## config.mk

```make
export PLATFORM = sky130hd
export DESIGN_NAME = mem_bus_interface
export DESIGN_NICKNAME = d
export VERILOG_FILES = /design/src/rtl/mem_if_pkg.sv /design/src/rtl/mem_wait_counter.sv /design/src/rtl/mem_bus_interface.sv
export SDC_FILE = /design/constraint.sdc
export NUM_CORES = 1
export LEC_CHECK = 0
export BUFFER_PORTS_ARGS = -buffer_cell sky130_fd_sc_hd__buf_2
export CAP_MARGIN = 20
export CORE_UTILIZATION = 45
export DETAILED_ROUTE_END_ITERATION = 16
export PLACE_DENSITY = 0.84
export SYNTH_ARGS = -nofsm -noshare
export SYNTH_HDL_FRONTEND = slang
export SYNTH_HIERARCHICAL = 1
export SYNTH_SLANG_ARGS = --single-unit
```

## constraint.sdc

```tcl
create_clock -name Clk -period 2 [get_ports Clk]
set_clock_uncertainty 0.05 [all_clocks]
set_input_delay 0.1 -clock Clk [delete_from_list [all_inputs] [get_ports Clk]]
set_output_delay 0.1 -clock Clk [all_outputs]
set_load 0.02 [all_outputs]
```

## src/rtl/mem_if_pkg.sv

```systemverilog
// rtl/mem_if_pkg.sv - shared types and widths for the memory bus interface
package mem_if_pkg;

    localparam int WORD_W = 16;
    localparam int CNT_W  = 4;

    typedef enum logic [1:0] {
        IDLE   = 2'd0,
        ACCESS = 2'd1,
        DONE   = 2'd2
    } mem_state_t;

endpackage

```

## src/rtl/mem_wait_counter.sv

```systemverilog
// rtl/mem_wait_counter.sv - wait-state counter with terminal count at WAIT_CYCLES-1
module mem_wait_counter
    import mem_if_pkg::*;
#(
    parameter int WAIT_CYCLES = 2
) (
    input  logic Clk,
    input  logic Reset_n,
    input  logic clr,
    input  logic en,
    output logic tc
);

    logic [CNT_W-1:0] cnt;

    always_ff @(posedge Clk or negedge Reset_n) begin
        if (!Reset_n) begin
            cnt <= '0;
        end else if (clr) begin
            cnt <= '0;
        end else if (en) begin
            cnt <= cnt + 1'b1;
        end
    end

    assign tc = (cnt == CNT_W'(WAIT_CYCLES - 1));

endmodule

```

## src/rtl/mem_bus_interface.sv

```systemverilog
// rtl/mem_bus_interface.sv - MAR/MDR registers and fixed-wait-state SRAM handshake
module mem_bus_interface
    import mem_if_pkg::*;
#(
    parameter int WORD_W      = mem_if_pkg::WORD_W,
    parameter int WAIT_CYCLES = 2
) (
    input  logic              Clk,
    input  logic              Reset_n,
    input  logic [WORD_W-1:0] Bus_In,
    input  logic              LD_MAR,
    input  logic              LD_MDR,
    input  logic              Mem_Start,
    input  logic              Mem_Write,
    input  logic [WORD_W-1:0] Mem_RData,
    output logic [WORD_W-1:0] MAR_Out,
    output logic [WORD_W-1:0] MDR_Out,
    output logic [WORD_W-1:0] Mem_Addr,
    output logic [WORD_W-1:0] Mem_WData,
    output logic              Mem_CE_n,
    output logic              Mem_OE_n,
    output logic              Mem_WE_n,
    output logic              Mem_Ready,
    output logic              Busy
);

    if (WAIT_CYCLES < 1 || WAIT_CYCLES > 15) begin : g_bad_wait_cycles
        $error("mem_bus_interface: WAIT_CYCLES must be in 1..15");
    end

    mem_state_t        state, state_nxt;
    logic [WORD_W-1:0] mar, mdr;
    logic              is_write;
    logic              cnt_tc;

    mem_wait_counter #(
        .WAIT_CYCLES(WAIT_CYCLES)
    ) u_wait_counter (
        .Clk    (Clk),
        .Reset_n(Reset_n),
        .clr    (state == IDLE),
        .en     (state == ACCESS),
        .tc     (cnt_tc)
    );

    always_ff @(posedge Clk or negedge Reset_n) begin
        if (!Reset_n) begin
            state    <= IDLE;
            mar      <= '0;
            mdr      <= '0;
            is_write <= 1'b0;
        end else begin
            state <= state_nxt;
            // Loads are only honoured in IDLE so address/data hold during an access.
            if (state == IDLE) begin
                if (LD_MAR) begin
                    mar <= Bus_In;
                end
                if (LD_MDR) begin
                    mdr <= Bus_In;
                end
                if (Mem_Start) begin
                    is_write <= Mem_Write;
                end
            end
            if (state == ACCESS && cnt_tc && !is_write) begin
                mdr <= Mem_RData;
            end
        end
    end

    always_comb begin
        state_nxt = state;
        case (state)
            IDLE:    if (Mem_Start) state_nxt = ACCESS;
            ACCESS:  if (cnt_tc)    state_nxt = DONE;
            DONE:    state_nxt = IDLE;
            default: state_nxt = IDLE;
        endcase
    end

    // Strobes decode from registered state only: no input-to-output path.
    always_comb begin
        Mem_CE_n  = 1'b1;
        Mem_OE_n  = 1'b1;
        Mem_WE_n  = 1'b1;
        Mem_Ready = 1'b0;
        Busy      = 1'b0;
        case (state)
            ACCESS: begin
                Mem_CE_n = 1'b0;
                Mem_OE_n = is_write;
                Mem_WE_n = !is_write;
                Busy     = 1'b1;
            end
            DONE: begin
                Mem_Ready = 1'b1;
                Busy      = 1'b1;
            end
            default: ;
        endcase
    end

    assign MAR_Out   = mar;
    assign MDR_Out   = mdr;
    assign Mem_Addr  = mar;
    assign Mem_WData = mdr;

endmodule

```

# Yosys cells after proc, flatten, opt, wreduce, memory -nomap -nowiden
# Cells that the tools add are included.
[totals]
elab_cells = 36
register_bits = 39
out_inout_bits = 69
inputBits = 38
[op_classes]
eq_ne = 5
add_sub_neg = 1
reduce_logical = 12
mux = 13
[ops]
columns = ["operator", "n"]
rows = [
  ["$mux 16", 3],
  ["$mux 4", 2],
  ["$reduce_and 2->1", 4],
  ["$reduce_bool 2->1", 3],
  ["$mux 1", 5],
  ["$add 4x1->4 const B", 1],
  ["$eq 4x1->1 const B", 1],
  ["$mux 2", 2],
  ["$ne 2x2->1 const B", 2],
  ["$pmux 2 s2", 1],
  ["$eq 2x1->1 const B", 1],
  ["$eq 2x2->1 const B", 1],
  ["$logic_and 1x1->1", 2],
  ["$logic_not 2->1", 1],
  ["$reduce_or 2->1", 1],
  ["$logic_not 1->1", 1],
]

# Longest topological paths before layout
# Gate-level depths: netlist of run 1.
[logic_depth]
word_depth = 5
ltp_mapped = 7

# Hierarchy
# The synthesis of run 1 kept the hierarchy.
[modules_own_cells]
columns = ["module", "instances", "cells_per_inst", "area_each_um2"]
rows = [
  ["mem_bus_interface", 1, 156, 1762.9],
  ["mem_wait_counter", 1, 20, 221.5],
]

# Worst setup path before layout of run 1
# Ideal clock, no wire load.
[synth_timing]
path_kind = "reg2reg"
start = "register state[0]"
end = "register mdr[10], in the netlist MDR_Out[10]"
path_stages_with_launch = 7
setup_slack_ns = 0.472
period_less_slack_ns = 1.528
setup_time_ns = 0.137
arrival_time_ns = 1.341
cell_sequence = "dfrtp_1 inv_1 ha_1 nand2_2 buf_6 mux2i_1 a21oi_1"
[synth_via]
elab_chain_len = 5
word_cells_on_any_way = 8
cone_classes = "eq/ne: 1; mux: 1; reduce/logical: 6"
[synth_rtl]
columns = ["element", "line_no", "rtl"]
rows = [
  ["from (decl)", "mem_bus_interface.sv:31", "mem_state_t state, state_nxt;"],
  ["from (signal assigned)", "mem_bus_interface.sv:53", "state <= state_nxt;"],
  ["$eq 2x1->1", "mem_bus_interface.sv:66", "if (state == ACCESS && cnt_tc && !is_write) begin"],
  ["$logic_and 1x1->1 (2 in a row)", "mem_bus_interface.sv:66", ""],
  ["$reduce_bool 2->1 (no source line)", "-", ""],
  ["$reduce_and 2->1 (no source line)", "-", ""],
  ["to (signal assigned)", "mem_bus_interface.sv:60", "mdr <= Bus_In;"],
  ["to (signal assigned)", "mem_bus_interface.sv:67", "mdr <= Mem_RData;"],
  ["to (decl)", "mem_bus_interface.sv:32", "logic [WORD_W-1:0] mar, mdr;"],
]
# Several ways; a longest one is shown, not always the timed one.
# A chain may end at the register's enable or synchronous reset.

# Worst setup path after layout of run 1
# Ends and elaborated chain as after synthesis.

==> results of run 1 <==
power by group through the flow:
stage                     clock network, mW  logic [mW]  registers, mW
after floorplan                           0        1.87           1.86
after global placement                    0        2.70           1.43
after global routing                  0.573        2.98           1.51
final                                 0.528        2.74           1.44
after CTS                             0.556        2.76           1.44
after detailed placement                  0        2.75           1.45
cell families (layout without fill, tap and decap cells):
kind of cell             after synthesis  after routing
AO/OA/AOI/OAI                         23             23
XOR/XNOR                               1              1
adder cells (fa/ha/maj)                5              5
buffers and inverters                 42            130
flip-flops                            39             39
multiplexers                          34             34
AND/OR/NAND/NOR                       32             32
worst max path at each step:
stage	start	endpoint	slack, ps
after floorplan	state[0]	MDR_Out[10]	470
after global placement	u_wait_counter/cnt[1]	MDR_Out[9]	370
after detailed placement	state[0]	MDR_Out[10]	320
after CTS	state[0]	MDR_Out[10]	310
after global routing	u_wait_counter/cnt[1]	MDR_Out[7]	190
final	state[0]	MDR_Out[10]	340
sequential cells by signal (all words and copies together), names as in the netlist:
register / flops
MAR_Out: 16
MDR_Out: 16
is_write: 1
state: 2
u_wait_counter/cnt: 4
per-layer routing:
metal | track usage | wire length [µm] | up-vias
met5 | 0 | 0 | -
met4 | 0.0938 | 78 | 0
met3 | 0.0417 | 266 | 8
met2 | 0.308 | 2020 | 71
met1 | 0.197 | 1610 | 693
li1 | - | - | 732
cell type report:
class | instances | area, µm² | share of cell area
inverters | 5 | 18.8 | 0.00751
well taps | 50 | 62.6 | 0.0250
clock inverters | 1 | 5.00 | 0.00200
flip-flops and latches | 39 | 976 | 0.390
multi-input cells | 95 | 714 | 0.286
clock buffers | 6 | 82.6 | 0.0330
repair buffers | 118 | 641 | 0.256
worst reg2reg max path: stages, from the launching register on:
cell and delay [ps]:
dfrtp_1 370, inv_1 70, ha_1 280, nand2_2 430, mux2i_1 260, a21oi_1 90
synthesized netlist by cell type:
cell and count:
nand2b_1 3, buf_2 1, mux2_4 1, nand2_2 2, nand3b_1 2, inv_1 5
mux2i_1 16, a21oi_1 22, ha_1 5, clkbuf_1 2, buf_4 32, or2b_1 2
mux2_2 17, nand4_1 1, buf_6 2, nand2_1 2, nor2b_1 1, a21bo_2 1
xnor2_1 1, nor2_1 18, dfrtp_1 39, nor3b_1 1
through the flow:
stage	hold WS [ps]	util	total power, mW	setup WS, ps	cells
floorplan	-246	-	3.73	472	176
global placement	214	0.567	4.13	375	299
detailed placement	227	0.567	4.20	324	299
CTS	0.506	0.607	4.76	314	314
global route	2.07	0.607	5.07	193	314
finish	7.59	0.607	4.71	341	314
what timing repair did:
action                    in CTS  in global routing
setup buffers                  0                  0
hold buffers                   8                  0
hold endpoints to repair      46                  0
==> results by group, run 1 <==
STA
  – Least-Margin Pin Slew: 863 ps
  – Final Slew Violations: 0
  – Final Hold Vio Count: 0
  – RSZ-0062 raised after global routing: no
  – Final Critical Period: between 1500 and 2000 ps
  – Worst relative slew slack: 0.425
  – Final setup vio count: 0
  – Period utilization: 0.829
  – Setup TNS: 0 ps
  – Max frequency: 603 MHz

Power and ir drop
  – Pleak: roughly 1.3 nW
  – Reg power frac: 0.306
  – Worst vdd ir: ~0.00092 V
  – PD cells: approximately 1900 nW/µm²
  – NetSw: between 2 and 2.5 mW
  – Clock share of power: 0.112
  – Switch share: 0.468
  – Int Power: 2.50 mW
  – Combinational Power Share: 0.582

Global routing
  – Global-route wire length before repair: approximately 5.8 mm
  – Antenna violations before repair: 0
  – Grt ovf: 0
  – Vias in the first global route: roughly 1300
  – Largest net degree at the start of global routing: 40
  – GRT Total Usage: 0.176

Critical path
  – Crit-path leading delay family: simple AND/OR/NAND/NOR gates
  – Reg-to-Reg Start: state[0]
  – Worst path bufs/invs: 1
  – Critical path peak fanout: 16
  – Critical Path End Type: flop
  – R2r setup slk: 340 ps
  – Worst path slowest cell: nand2_2
  – CP max stage delay: 430 ps
  – Register-to-Register Path Depth: 5
  – Setup CP Type: flop to flop
  – CP Depth: 5
  – CP required: about 2100 ps
  – Critical path startpoint category: flop
  – Reg-to-reg endpoint: MDR_Out[10]
  – Crit path DAT: ~1800 ps
  – Cell Chain, Critical Path: inv_1, ha_1, nand2_2, mux2i_1, a21oi_1

Clocking
  – Htree depth: 2
  – Clock sink count: 39
  – Clock Path Buffers: 2
  – CTS tree: built
  – CTS clk-pin slew, worst paths: approximately 70 ps
  – Worst-Skew Late Latency: between 200 and 300 ps
  – # resized after CTS: 0
  – Clock Tree Root: clkbuf_8
  – Inserted Clock Buffers: 5

Cells and area
  – Filler cell count: roughly 360
  – Layout cells sized above 1: 0.523
  – Commonest non-fill, non-tap cell in the layout: buf_2
  – # nets final: a little over 300
  – Area delta synth->final: 26.0%
  – Design area: about 2500 µm²
  – Most frequent cells in the layout: buf_2 (106), dfrtp_1 (39), a21oi_1 (22), nor2_1 (18), mux2_2 (17)
  – Antenna diodes: 0

Logic synthesis
  – Synth unique cells: 22
  – Synthesized area per cell: roughly 11 µm²
  – Yosys warns: 6
  – Post-synth top area share: 0.492
  – Post-synth top area cell: dfrtp_1
  – Post-synthesis adder-cell area fraction: 0.0315
  – Post-synthesis mux area share: 0.185
  – Main combinational cell family by area after synthesis: multiplexers
  – Sequential share of the synthesized area: 0.492
  – Syn nets: roughly 220
  – Top post-synthesis cells by area: dfrtp_1 (49%), buf_4 (12%), mux2_2 (9.6%)
  – Compound-Gate Fraction of Synth Area: 0.0605
  – Synthesized instance count: roughly 180
  – Mapped Area: around 2000 µm²
  – #FFs+latches synth: 39
  – Post-synthesis xor/xnor area fraction: 0.00441
  – Synth Area in Simple Gates: 0.0788

Place
  – PortBufs: roughly 110
  – HPWL after DPL: between 2 and 3 mm
  – Post-DP Area: roughly 2300 µm²
  – RePlAce Congestion: roughly 0.7

Route
  – DR vias: between 1500 and 2000
  – Routed Wire Length: between 3 and 4 mm
  – Pre-antenna DRT Iters: 4
  – 1st-iter DRT viols: 25
  – Post-DR vias/cell: 4.79
  – # DRC: 0
  – Detail Route Antenna Nets: 0
  – DR WL/cell: ~13 µm

Hold path
  – Hold endpoint: MDR_Out[3]
  – Hold_sp: Mem_RData[3]
  – HP Class: input pin to flop
  – Hold path depth: 3

Floorplan
  – Placement row count: 23
  – Initial Util: 0.482
  – Core ar.: just over 4000 µm²
  – # IOs: roughly 110
  – Die area: approximately 4700 µm²
  – Die X-Extent: 68.4 µm
  – Die H: 68.4 µm

Flow run
  – Max Cap Viol: 0

Status
  – Status: complete, no violations
No activity file was read; power rests on OpenSTA's default activity.
==> inputs of run 2 (changes only) <==
--- a/config.mk
+++ b/config.mk
@@ -5,11 +5,12 @@
 export SDC_FILE = /design/constraint.sdc
 export NUM_CORES = 1
 export LEC_CHECK = 0
+export ABC_AREA = 1
 export BUFFER_PORTS_ARGS = -buffer_cell sky130_fd_sc_hd__buf_2
 export CAP_MARGIN = 20
-export CORE_UTILIZATION = 45
+export CORE_UTILIZATION = 42
 export DETAILED_ROUTE_END_ITERATION = 16
-export PLACE_DENSITY = 0.84
+export PLACE_DENSITY = 0.8
 export SYNTH_ARGS = -nofsm -noshare
 export SYNTH_HDL_FRONTEND = slang
 export SYNTH_HIERARCHICAL = 1
==> constraint.sdc (replaced) <==
create_clock -name Clk -period 1.5 [get_ports Clk]
set_clock_uncertainty 0.05 [all_clocks]
set_input_delay 0.075 -clock Clk [delete_from_list [all_inputs] [get_ports Clk]]
set_output_delay 0.075 -clock Clk [all_outputs]
set_load 0.02 [all_outputs]
==> run 2 against run 1 <==
Against the previous run:
- the run now ends with negative setup slack left
- sequential share of layout area fell by 6.9 points
- wire length up 48%
- total power is 55% higher
- area after synthesis up 13%
- fmax is 10% higher
- global-route usage rose by 3.9 points
- worst hold slack lost 1.6 ps
- critical path type unchanged
==> results by group, run 2 <==
Status
  – Status: finished, violations left
  – Failing checks: negative setup slack

Critical path
  – Critical Path End Type: flop
  – CP required: 1630 ps (-490 ps)
  – Reg-to-Reg Start: u_wait_counter/cnt[1]
  – Critical path startpoint category: flop
  – R2r setup slk: -8 ps (-350 ps)
  – Reg-to-reg endpoint: MDR_Out[15]
  – Setup CP Type: flop to flop
  – CP max stage delay: 380 ps (-50 ps)
  – Critical path peak fanout: 32 (+16)
  – Crit-path most repeated cell: nand3_1
  – Crit-path leading delay family: simple AND/OR/NAND/NOR gates
  – Crit path DAT: 1640 ps (-140 ps)
  – Worst path slowest cell: dfrtp_1
  – CP Depth: 7 (+2)
  – Register-to-Register Path Depth: 7 (+2)
  – Worst path bufs/invs: 2 (+1)
  – Cell Chain, Critical Path: inv_1, ha_1, nor3b_4, nand3_1, buf_12, nand3_1, nand2_1

STA
  – Max frequency: 663 MHz (+10%)
  – Period utilization: 1.01 (+0.176)
  – Final setup vio count: 2 (+2)
  – Final Hold Vio Count: 0 (unchanged)
  – Final Slew Violations: 0 (unchanged)
  – RSZ-0062 raised after global routing: yes
  – Least-Margin Pin Slew: 450 ps (-413 ps)
  – Final Critical Period: 1510 ps (-151 ps)
  – PnR worst setup slack: -7.70 ps (-349 ps)
  – Worst relative slew slack: 0.700 (+0.275)
  – Setup TNS: -11.4 ps (-11.4 ps)

Global routing
  – Antenna violations before repair: 0 (unchanged)
  – Largest net degree at the start of global routing: 33 (-18%)
  – Vias in the first global route: 2044 (+54%)
  – Grt ovf: 0 (unchanged)
  – Global-route wire length before repair: 9.11 mm (+56%)
  – GRT Total Usage: 0.216 (+0.0394)

Hold path
  – Hold path depth: 3 (unchanged)
  – Hold_sp: Bus_In[4]
  – Hold endpoint: MAR_Out[4]
  – HP Class: input pin to flop

Cells and area
  – Filler cell count: 499 (+39%)
  – Fin cells: 463 (+47%)
  – Fin util: 0.591 (-0.0164)
  – # nets final: 435 (+42%)
  – Layout cells sized above 1: 0.359 (-0.164)
  – Most frequent cells in the layout: nand2_1 (107), buf_2 (105), nand3_1 (52), dfrtp_1 (39), inv_1 (23)
  – Area delta synth->final: 35.3%
  – Antenna diodes: 0 (unchanged)
  – Commonest non-fill, non-tap cell in the layout: nand2_1

Clocking
  – Clock Tree Root: clkbuf_8
  – CTS clk-pin slew, worst paths: 80 ps (about the same)
  – Clock sink count: 39 (unchanged)
  – Inserted Clock Buffers: 5 (unchanged)
  – Worst-Skew Late Latency: 290 ps (about the same)
  – Clock Path Buffers: 2 (unchanged)
  – Htree depth: 2 (unchanged)
  – CTS tree: built

Place
  – HPWL after DPL: 4.11 mm (+46%)
  – Dpl cells: 435 (+45%)
  – PortBufs: 106 (unchanged)
  – RePlAce Congestion: 0.852 (+22%)

Logic synthesis
  – Synthesized area per cell: 7.63 µm² (-32%)
  – Most numerous cell in the Yosys netlist: nand2_1
  – Ys async rst share: 1.00 (unchanged)
  – Yosys warns: 6 (unchanged)
  – Post-synth top cells: nand2_1 (111), nand3_1 (52), dfrtp_1 (39)
  – Synth unique cells: 20 (-9.1%)
  – Sequential share of the synthesized area: 0.435 (-0.0570)
  – Post-synth top area share: 0.435 (-0.0570)
  – Synthesized instance count: 294 (+67%)
  – Synth Flop Type: dfrtp_1
  – Top post-synthesis cells by area: dfrtp_1 (43%), nand2_1 (19%), nand3_1 (12%)
  – Post-synth EDFFs: 0 (unchanged)
  – #FFs+latches synth: 39 (unchanged)
  – Syn nets: 337 (+54%)
  – Mapped Area: 2240 µm² (+13%)
  – Post-synth top area cell: dfrtp_1

Flow run
  – Max Cap Viol: 0 (unchanged)

Power and ir drop
  – Worst vdd ir: 0.00114 V (+24%)
  – Pleak: 1.77 nW (+32%)
  – PD cells: 2400 nW/µm² (+27%)

Floorplan
  – # IOs: 107 (unchanged)
  – Die area: 5640 µm² (+21%)
  – Die X-Extent: 75.1 µm (+9.8%)
  – Placement row count: 26 (+13%)
  – Initial Util: 0.437 (-0.0455)
  – Die H: 75.1 µm (+9.8%)
  – Core ar.: 5140 µm² (+25%)

Route
  – DR WL/cell: 12.7 µm (+0.62%)
  – Routed Wire Length: 5.90 mm (+48%)
  – 1st-iter DRT viols: 95 (+280%)
  – Detail Route Antenna Nets: 0 (unchanged)
  – Post-DR vias/cell: 4.68 (-2.2%)
  – DR vias: 2168 (+44%)
  – # DRC: 0 (unchanged)
  – Pre-antenna DRT Iters: 4 (unchanged)
[run 2: power breakdown]
group | internal (mW) | switching, mW
registers | 1.56 | 0.398
clock network | 0.665 | 0.381
logic | 1.54 | 2.74
total | 3.77 | 3.52
[run 2: cells by family after synthesis]
kind of cell / count (synthesis) / synth area share
adders and majority gates: 5 / 0.0279
DFF: 39 / 0.435
and+or+nand+nor: 171 / 0.328
buffers and inverters: 72 / 0.194
AOI/OAI and AO/OA: 7 / 0.0156
[run 2: through the flow]
step	area (µm²)	hold slack (ps)	total power, mW	setup slack [ps]
global placement	2670	-12.8	5.99	38.6
floorplan	2260	-271	5.18	-14.5
global route	3040	8.88	7.86	-122
finish	3040	5.98	7.28	-7.70
CTS	3010	1.23	7.23	-5.18
detailed placement	2670	-6.49	6.09	-40.9
[run 2: cell type report]
class                      count  area [µm²]  share of cell area
tap                           70        87.6              0.0288
clock buffer                   6        72.6              0.0239
multi-input combinational    183         880               0.290
timing repair buffer         137         863               0.284
clock inverter                 2        60.1              0.0198
inverter                      26        98.8              0.0325
sequential                    39         976               0.321
[run 2: routing by layer]
metal | vias up | share of wire | wire length, µm | global-route usage
met4 | 0 | 0.0046 | 27 | 0.0440
met3 | 6 | 0.049 | 291 | 0.0375
met5 | - | 0 | 0 | 0
met2 | 77 | 0.53 | 3140 | 0.422
li1 | 1071 | - | - | -
met1 | 1014 | 0.41 | 2440 | 0.243
[run 2: timing repair]
| action | CTS | global route |
|---|---|---|
| setup endpoints to repair | 35 | 36 |
| pin swaps | 0 | 0 |
| hold endpoints to repair | 35 | 0 |
| hold buffers | 19 | 0 |
| setup buffers | 1 | 0 |
| gates resized for setup | 4 | 7 |
[run 2: how the worst max path moves through the flow]
| stage | startpoint | end |
|---|---|---|
| after global placement | u_wait_counter/cnt[1] | MDR_Out[14] |
| after detailed placement | state[0] | MAR_Out[12] |
| final | u_wait_counter/cnt[1] | MDR_Out[15] |
| after CTS | state[1] | Mem_WE_n |
| after global routing | u_wait_counter/cnt[1] | MDR_Out[8] |
| after floorplan | u_wait_counter/cnt[1] | MDR_Out[1] |
[run 2: worst min-delay path, cell delays in order]
cell	delay (ps)
buf_2	100
nand3_1	70
nand2_1	70
